--- src/rtl/keypad_pkg.sv ---
// Shared key codes, opcode encoding and token layout for the keypad token decoder.
package keypad_pkg;

  localparam logic [3:0] KEY_DIGIT_MAX = 4'h9;
  localparam logic [3:0] KEY_NOP       = 4'hA;
  localparam logic [3:0] KEY_ADD       = 4'hB;
  localparam logic [3:0] KEY_SUB       = 4'hC;
  localparam logic [3:0] KEY_ENTER     = 4'hD;
  localparam logic [3:0] KEY_CLR       = 4'hE;
  localparam logic [3:0] KEY_BAD       = 4'hF;

  typedef enum logic [1:0] {
    OP_NOP   = 2'b00,
    OP_ADD   = 2'b01,
    OP_SUB   = 2'b10,
    OP_ENTER = 2'b11
  } op_t;

  typedef enum logic [1:0] {
    KC_DIGIT,
    KC_OP,
    KC_CLR,
    KC_BAD
  } key_class_t;

  localparam int TOK_DATA_W = 8;

  typedef struct packed {
    op_t                   op;
    logic                  ovf;
    logic [TOK_DATA_W-1:0] data;
  } token_t;

  function automatic key_class_t classify(input logic [3:0] k);
    if (k <= KEY_DIGIT_MAX) return KC_DIGIT;
    if (k == KEY_CLR)       return KC_CLR;
    if (k == KEY_BAD)       return KC_BAD;
    return KC_OP;
  endfunction

  // Opcode keys 0xA..0xD map to 0..3; the low two bits minus 2 give that mod 4.
  function automatic op_t key_to_op(input logic [1:0] k_lo);
    return op_t'(k_lo - 2'b10);
  endfunction

endpackage

--- src/rtl/keypad_token_decoder_fifo.sv ---
// First-word-fall-through token FIFO with simultaneous push/pop allowed when full.
module token_fifo #(
  parameter int WIDTH = 11,
  parameter int DEPTH = 4
) (
  input  logic                     clk,
  input  logic                     rst_n,
  input  logic                     push,
  input  logic [WIDTH-1:0]         wdata,
  input  logic                     pop,
  output logic [WIDTH-1:0]         rdata,
  output logic                     full,
  output logic                     empty,
  output logic [$clog2(DEPTH):0]   count
);

  localparam int AW = $clog2(DEPTH);
  localparam logic [AW:0] FULL_CNT = (AW+1)'(DEPTH);

  logic [WIDTH-1:0] mem_q [DEPTH];
  logic [AW-1:0]    wr_ptr_q, wr_ptr_d;
  logic [AW-1:0]    rd_ptr_q, rd_ptr_d;
  logic [AW:0]      count_q, count_d;
  logic             wr_en, rd_en;

  assign empty = (count_q == '0);
  assign full  = (count_q == FULL_CNT);
  assign count = count_q;
  assign rdata = mem_q[rd_ptr_q];

  // A pop in the same cycle frees the slot the push needs, so a full FIFO still accepts.
  always_comb begin
    rd_en    = pop & ~empty;
    wr_en    = push & (~full | rd_en);
    wr_ptr_d = wr_ptr_q;
    rd_ptr_d = rd_ptr_q;
    count_d  = count_q;
    if (wr_en) wr_ptr_d = wr_ptr_q + 1'b1;
    if (rd_en) rd_ptr_d = rd_ptr_q + 1'b1;
    case ({wr_en, rd_en})
      2'b10:   count_d = count_q + 1'b1;
      2'b01:   count_d = count_q - 1'b1;
      default: count_d = count_q;
    endcase
  end

  always_ff @(posedge clk or negedge rst_n) begin
    if (!rst_n) begin
      wr_ptr_q <= '0;
      rd_ptr_q <= '0;
      count_q  <= '0;
    end else begin
      wr_ptr_q <= wr_ptr_d;
      rd_ptr_q <= rd_ptr_d;
      count_q  <= count_d;
    end
  end

  always_ff @(posedge clk) begin
    if (wr_en) mem_q[wr_ptr_q] <= wdata;
  end

endmodule

--- src/rtl/keypad_token_decoder.sv ---
// Keypad strobe synchroniser, decimal operand accumulator and opcode token producer.
module keypad_token_decoder
  import keypad_pkg::*;
#(
  parameter int DATA_W      = 8,
  parameter int DEPTH       = 4,
  parameter int SYNC_STAGES = 2
) (
  input  logic                     clk,
  input  logic                     rst,
  input  logic                     key_strobe,
  input  logic [3:0]               in,
  output logic                     tok_valid,
  input  logic                     tok_ready,
  output logic [1:0]               tok_op,
  output logic [DATA_W-1:0]        tok_data,
  output logic                     tok_ovf,
  output logic                     is_op,
  output logic                     key_err,
  output logic                     overrun,
  output logic [$clog2(DEPTH):0]   count
);

  typedef struct packed {
    op_t               op;
    logic              ovf;
    logic [DATA_W-1:0] data;
  } tok_t;

  localparam int TOK_W = $bits(tok_t);

  // Returns {saturated, value} for acc*10 + d evaluated four bits wider than the operand.
  function automatic logic [DATA_W:0] sat_digit(input logic [DATA_W-1:0] acc,
                                                input logic [3:0]        d);
    logic [DATA_W+3:0] wide;
    wide = ({4'b0000, acc} << 3) + ({4'b0000, acc} << 1) + {{DATA_W{1'b0}}, d};
    if (wide[DATA_W+3:DATA_W] != 4'b0000) return {1'b1, {DATA_W{1'b1}}};
    return {1'b0, wide[DATA_W-1:0]};
  endfunction

  logic [SYNC_STAGES-1:0] sync_q, sync_d;
  logic                   sync_dly_q, sync_dly_d;
  logic [DATA_W-1:0]      acc_q, acc_d;
  logic                   ovf_q, ovf_d;
  logic                   is_op_q, is_op_d;
  logic                   key_err_q, key_err_d;
  logic                   overrun_q, overrun_d;

  logic                   evt;
  key_class_t             cls;
  logic [DATA_W:0]        digit_res;
  logic                   push_req, pop_req, push_refused;
  logic                   fifo_full, fifo_empty;
  tok_t                   wr_tok, head_tok;

  assign sync_d     = {sync_q[SYNC_STAGES-2:0], key_strobe};
  assign sync_dly_d = sync_q[SYNC_STAGES-1];
  assign evt        = sync_q[SYNC_STAGES-1] & ~sync_dly_q;

  assign cls       = classify(in);
  assign digit_res = sat_digit(acc_q, in);

  assign tok_valid    = ~fifo_empty;
  assign pop_req      = tok_valid & tok_ready;
  assign push_req     = evt & (cls == KC_OP);
  assign push_refused = push_req & fifo_full & ~pop_req;

  assign wr_tok.op   = key_to_op(in[1:0]);
  assign wr_tok.ovf  = ovf_q;
  assign wr_tok.data = acc_q;

  always_comb begin
    acc_d     = acc_q;
    ovf_d     = ovf_q;
    is_op_d   = 1'b0;
    key_err_d = 1'b0;
    overrun_d = 1'b0;
    if (evt) begin
      case (cls)
        KC_DIGIT: begin
          acc_d = digit_res[DATA_W-1:0];
          ovf_d = ovf_q | digit_res[DATA_W];
        end
        KC_OP: begin
          is_op_d = 1'b1;
          // A refused token keeps the operand so the user can retry once the FIFO drains.
          if (push_refused) begin
            overrun_d = 1'b1;
          end else begin
            acc_d = '0;
            ovf_d = 1'b0;
          end
        end
        KC_CLR: begin
          acc_d = '0;
          ovf_d = 1'b0;
        end
        default: key_err_d = 1'b1;
      endcase
    end
  end

  always_ff @(posedge clk or negedge rst) begin
    if (!rst) begin
      sync_q     <= '0;
      sync_dly_q <= 1'b0;
      acc_q      <= '0;
      ovf_q      <= 1'b0;
      is_op_q    <= 1'b0;
      key_err_q  <= 1'b0;
      overrun_q  <= 1'b0;
    end else begin
      sync_q     <= sync_d;
      sync_dly_q <= sync_dly_d;
      acc_q      <= acc_d;
      ovf_q      <= ovf_d;
      is_op_q    <= is_op_d;
      key_err_q  <= key_err_d;
      overrun_q  <= overrun_d;
    end
  end

  token_fifo #(
    .WIDTH (TOK_W),
    .DEPTH (DEPTH)
  ) u_fifo (
    .clk   (clk),
    .rst_n (rst),
    .push  (push_req),
    .wdata (wr_tok),
    .pop   (pop_req),
    .rdata (head_tok),
    .full  (fifo_full),
    .empty (fifo_empty),
    .count (count)
  );

  // Head fields are forced to zero while the FIFO is empty.
  assign tok_op   = tok_valid ? head_tok.op   : 2'b00;
  assign tok_ovf  = tok_valid ? head_tok.ovf  : 1'b0;
  assign tok_data = tok_valid ? head_tok.data : '0;

  assign is_op   = is_op_q;
  assign key_err = key_err_q;
  assign overrun = overrun_q;

endmodule

--- config.mk ---
export PLATFORM = sky130hd
export DESIGN_NAME = keypad_token_decoder
export DESIGN_NICKNAME = d
export VERILOG_FILES = /design/src/rtl/keypad_pkg.sv /design/src/rtl/keypad_token_decoder_fifo.sv /design/src/rtl/keypad_token_decoder.sv
export SDC_FILE = /design/constraint.sdc
export NUM_CORES = 1
export LEC_CHECK = 0
export CORE_MARGIN = 2
export CORE_UTILIZATION = 23
export CTS_CLUSTER_SIZE = 12
export DETAILED_ROUTE_END_ITERATION = 10
export GPL_TIMING_DRIVEN = 0
export PLACE_DENSITY = 0.48
export SYNTH_ARGS = -nofsm -noshare
export SYNTH_HDL_FRONTEND = slang
export SYNTH_SLANG_ARGS = --single-unit
--- constraint.sdc ---
create_clock -name clk -period 2.71 [get_ports clk]
set_input_delay 0.542 -clock clk [delete_from_list [all_inputs] [get_ports clk]]
set_output_delay 0.542 -clock clk [all_outputs]
set_load 0.02 [all_outputs]
==> impl_metrics.toml <==
[clock_network]
cts_tree = "built"
cts_max_path_buffers = 2
cts_buffers = 9
clock_sinks = 66
clkLatencyLatePin_ns = 0.33
postCtsHoldBufs = 0
htreeDepth = 3
clockRootBuffer = "clkbuf_16"
clk_pin_slew_ns = 0.05

[die]
coreArea_um2 = 13770
ios = 26
die_width_um = 122.5
die_y_um = 122.5
placementRows = 43
dieArea_um2 = 15010
start_util_pct = 23.46

[route]
viasPerCell = 4.231
wire_per_inst_um = 13.77
ant_nets = 0
vias = 1921
routed_wl_um = 6252
drtIter0Drc = 123
drcViolationCount = 0
firstDrtPassIters = 4

[sta]
fin_crit_ns = 2.703
hold_viol_final = 0
worst_pin_slew_ns = 0.9921
period_share_pct = 99.74
drv_slew = 0
fin_skew_ns = 0.008398
rsz0062_at_grt = "yes"
tns_ns = 0
setup_violations = 0
fmax_mhz = 370.0
relSlewSlack_pct = 33.66

[finish]
syn_to_final_growth_pct = 27.07
fin_cells = 454
diodes = 0
multi_input_area_um2 = 1334
final_nets = 301
drive_above_1_share_pct = 23.72
n_fill_cell = 1403
register_area_um2 = 1877

[worst_setup_path]
worstPathBufferInverterCount = 2
crit_arrival_ns = 2.95
cpLargestDelayFamily = "adder cells"
crit_path_end_kind = "flip-flop"
crit_type = "flip-flop to flip-flop"
critPathMaxStageDelay_ns = 0.56
crit_path_start_kind = "flip-flop"
required_ns = 2.95
cp_slowest_cell = "fa_1"
path_max_fanout = 9
worstPathCellList = "fa_1 -> inv_1 -> fa_2 -> nand2b_4 -> nor2b_1 -> or4b_1 -> o211ai_1 -> nor4_4 -> buf_6 -> a31oi_2"

[global_routing]
antenna_found_initial = 0
grt_pass1_wl_um = 10490
grt_remaining_overflow = 0
groute.usage.overall_pct = 9.247
first_global_vias = 1936
grt_max_degree = 23

[place]
numPortBuffers = 25
dp_hpwl_um = 4339
gp_congestion = 0.7644
placed_cells = 430

[run_status]
status = "completed"

[synth]
syn-cell-area_um2 = 3231
synth-edff-count = 44
postSynthCellCount = 225
synth.distinct_cells = 45
synthArstFlopShare_pct = 33.33
yosys_most_used_dff = "edfxtp_1"
yosys_warnings = 0
ys_seq_area_share_pct = 57.94
avgSynthCellArea_um2 = 14.36
synthesis.nets = 257
synth-seq-cells = 66

[power_and_ir_drop]
sw_frac_of_total_pct = 38.77
power.leakage_nw = 1.557
intPower_mw = 3.279
p_clk_share_pct = 20.2
power.density_nw_per_um2 = 1305
switching_power_mw = 2.076
comb_power_share_pct = 51.5
pwr-share-seq_pct = 28.3
ir_worst_vdd_uv = 423.0

[hold_path]
hold_path_class = "flip-flop to flip-flop"

[run]
maxCapViolations = 0
==> logic make-up (layout without fill, tap and decap cells) <==
logic type / count (synthesis) / after routing / synth area share, %
AND/OR/NAND/NOR: 54 / 54 / 11.39
multiplexers: 12 / 12 / 7.978
XOR/XNOR: 11 / 11 / 2.982
AO/OA/AOI/OAI: 38 / 38 / 7.204
buffers and inverters: 20 / 69 / 2.517
adder cells (fa/ha/maj): 24 / 24 / 9.992
flip-flops: 66 / 66 / 57.94
==> power by group through the flow <==
stage	Combinational, mW	Sequential, mW	Clock [mW]
6_report	2.76	1.51	1.08
5_1_grt	3.11	1.55	1.16
4_1_cts	2.66	1.54	1.11
3_5_place_dp	2.61	1.56	0
3_3_place_gp	2.59	1.54	0
2_1_floorplan	1.91	1.49	0
==> layout make-up <==
class                      count  share of cell area (%)
buffer                         5                  0.8229
clock buffer                  14                   6.675
inverter                      15                   1.372
sequential                    66                   45.72
tap                          180                   5.486
clock inverter                 2                  0.3048
timing repair buffer          33                   7.132
multi-input combinational    139                   32.49
==> layer usage <==
metal	wire (um)	vias to the layer above	track usage, %
met2	2926	27	14.06
met5	0	-	0
met4	117	0	3.879
li1	-	935	-
met1	2999	952	12.36
met3	208	7	2.602
==> final timing paths <==
path / startpoint / endpoint / slack, ns / cells after the start
worst min register to register: sync_q[0]$_DFF_PN0_ / sync_q[1]$_DFF_PN0_ / 0.35 / 0
worst max-delay path: acc_q[0]$_DFFE_PN0P_ / acc_q[7]$_DFFE_PN0P_ / 0.007 / 10
max in group asynchronous: rst / acc_q[0]$_DFFE_PN0P_ / 1.27 / 1
min in group asynchronous: rst / u_fifo.count[0]$_DFFE_PN0P_ / 0.77 / 1
worst min-delay path: sync_q[0]$_DFF_PN0_ / sync_q[1]$_DFF_PN0_ / 0.35 / 0
worst max register to register: acc_q[0]$_DFFE_PN0P_ / acc_q[7]$_DFFE_PN0P_ / 0.007 / 10
==> per-stage QoR <==
stage                     utilization (%)  power (mW)  setup WS (ns)  hold slack (ns)  area [um^2]
after floorplan                         -       3.404       0.009099           0.2464         3241
after global placement              26.98       4.132        -0.7200           0.3392         3716
after detailed placement            26.98       4.168        -0.7495           0.3365         3716
after CTS                           29.32       5.316       -0.06439           0.3479         4038
after global routing                29.81       5.815        -0.1127           0.3648         4105
final                               29.81       5.355       0.006959           0.3503         4105
==> Yosys cell counts (all sizes together) (2+ instances only) <==
| cell | instances | area share, % |
|---|---|---|
| edfxtp | 44 | 41 |
| nand2 | 8 | 0.93 |
| or4b | 2 | 0.74 |
| mux4 | 11 | 7.7 |
| o221ai | 2 | 0.54 |
| and3 | 6 | 1.2 |
| fa | 3 | 1.9 |
| buf | 4 | 0.66 |
| dfrtp | 22 | 17 |
| nand4 | 2 | 0.39 |
| a31oi | 10 | 2.1 |
| inv | 15 | 1.7 |
| nor3 | 3 | 0.46 |
| nand3b | 2 | 0.58 |
| o21ai | 14 | 2.2 |
| ha | 21 | 8.1 |
| a21oi | 6 | 0.93 |
| o211ai | 2 | 0.46 |
| nor2b | 15 | 2.9 |
| nor2 | 4 | 0.70 |
| nand3 | 3 | 0.46 |
| xor2 | 5 | 1.4 |
| xnor2 | 6 | 1.6 |
| nand2b | 3 | 0.66 |
==> cell usage in the layout, fill, tap and decap left out, types with 5 or more instances in the layout <==
cell and count:
a21oi_1 6, xor2_1 5, edfxtp_1 44, clkbuf_16 9
o21ai_0 9, nor2b_1 15, o21ai_1 5, dfrtp_1 18
inv_1 14, nand2_1 8, a31oi_1 6, buf_4 8
xnor2_1 6, mux4_2 11, clkdlybuf4s50_1 14, dlygate4sd2_1 9
ha_1 20
==> state kept, by name (all words and copies together) (netlist names), 2 cells and up <==
name / flops
u_fifo.mem_q: 44
sync_q: 2
u_fifo.rd_ptr_q: 2
u_fifo.count: 3
acc_q: 8
u_fifo.wr_ptr_q: 2
==> repair_timing <==
item | 4_1_cts | 5_1_grt
pin swaps | 3 | 3
buffers inserted | 3 | 5
setup endpoints to repair | 44 | 33
gates resized for setup | 24 | 12
Power figures use the tool's default switching activity.
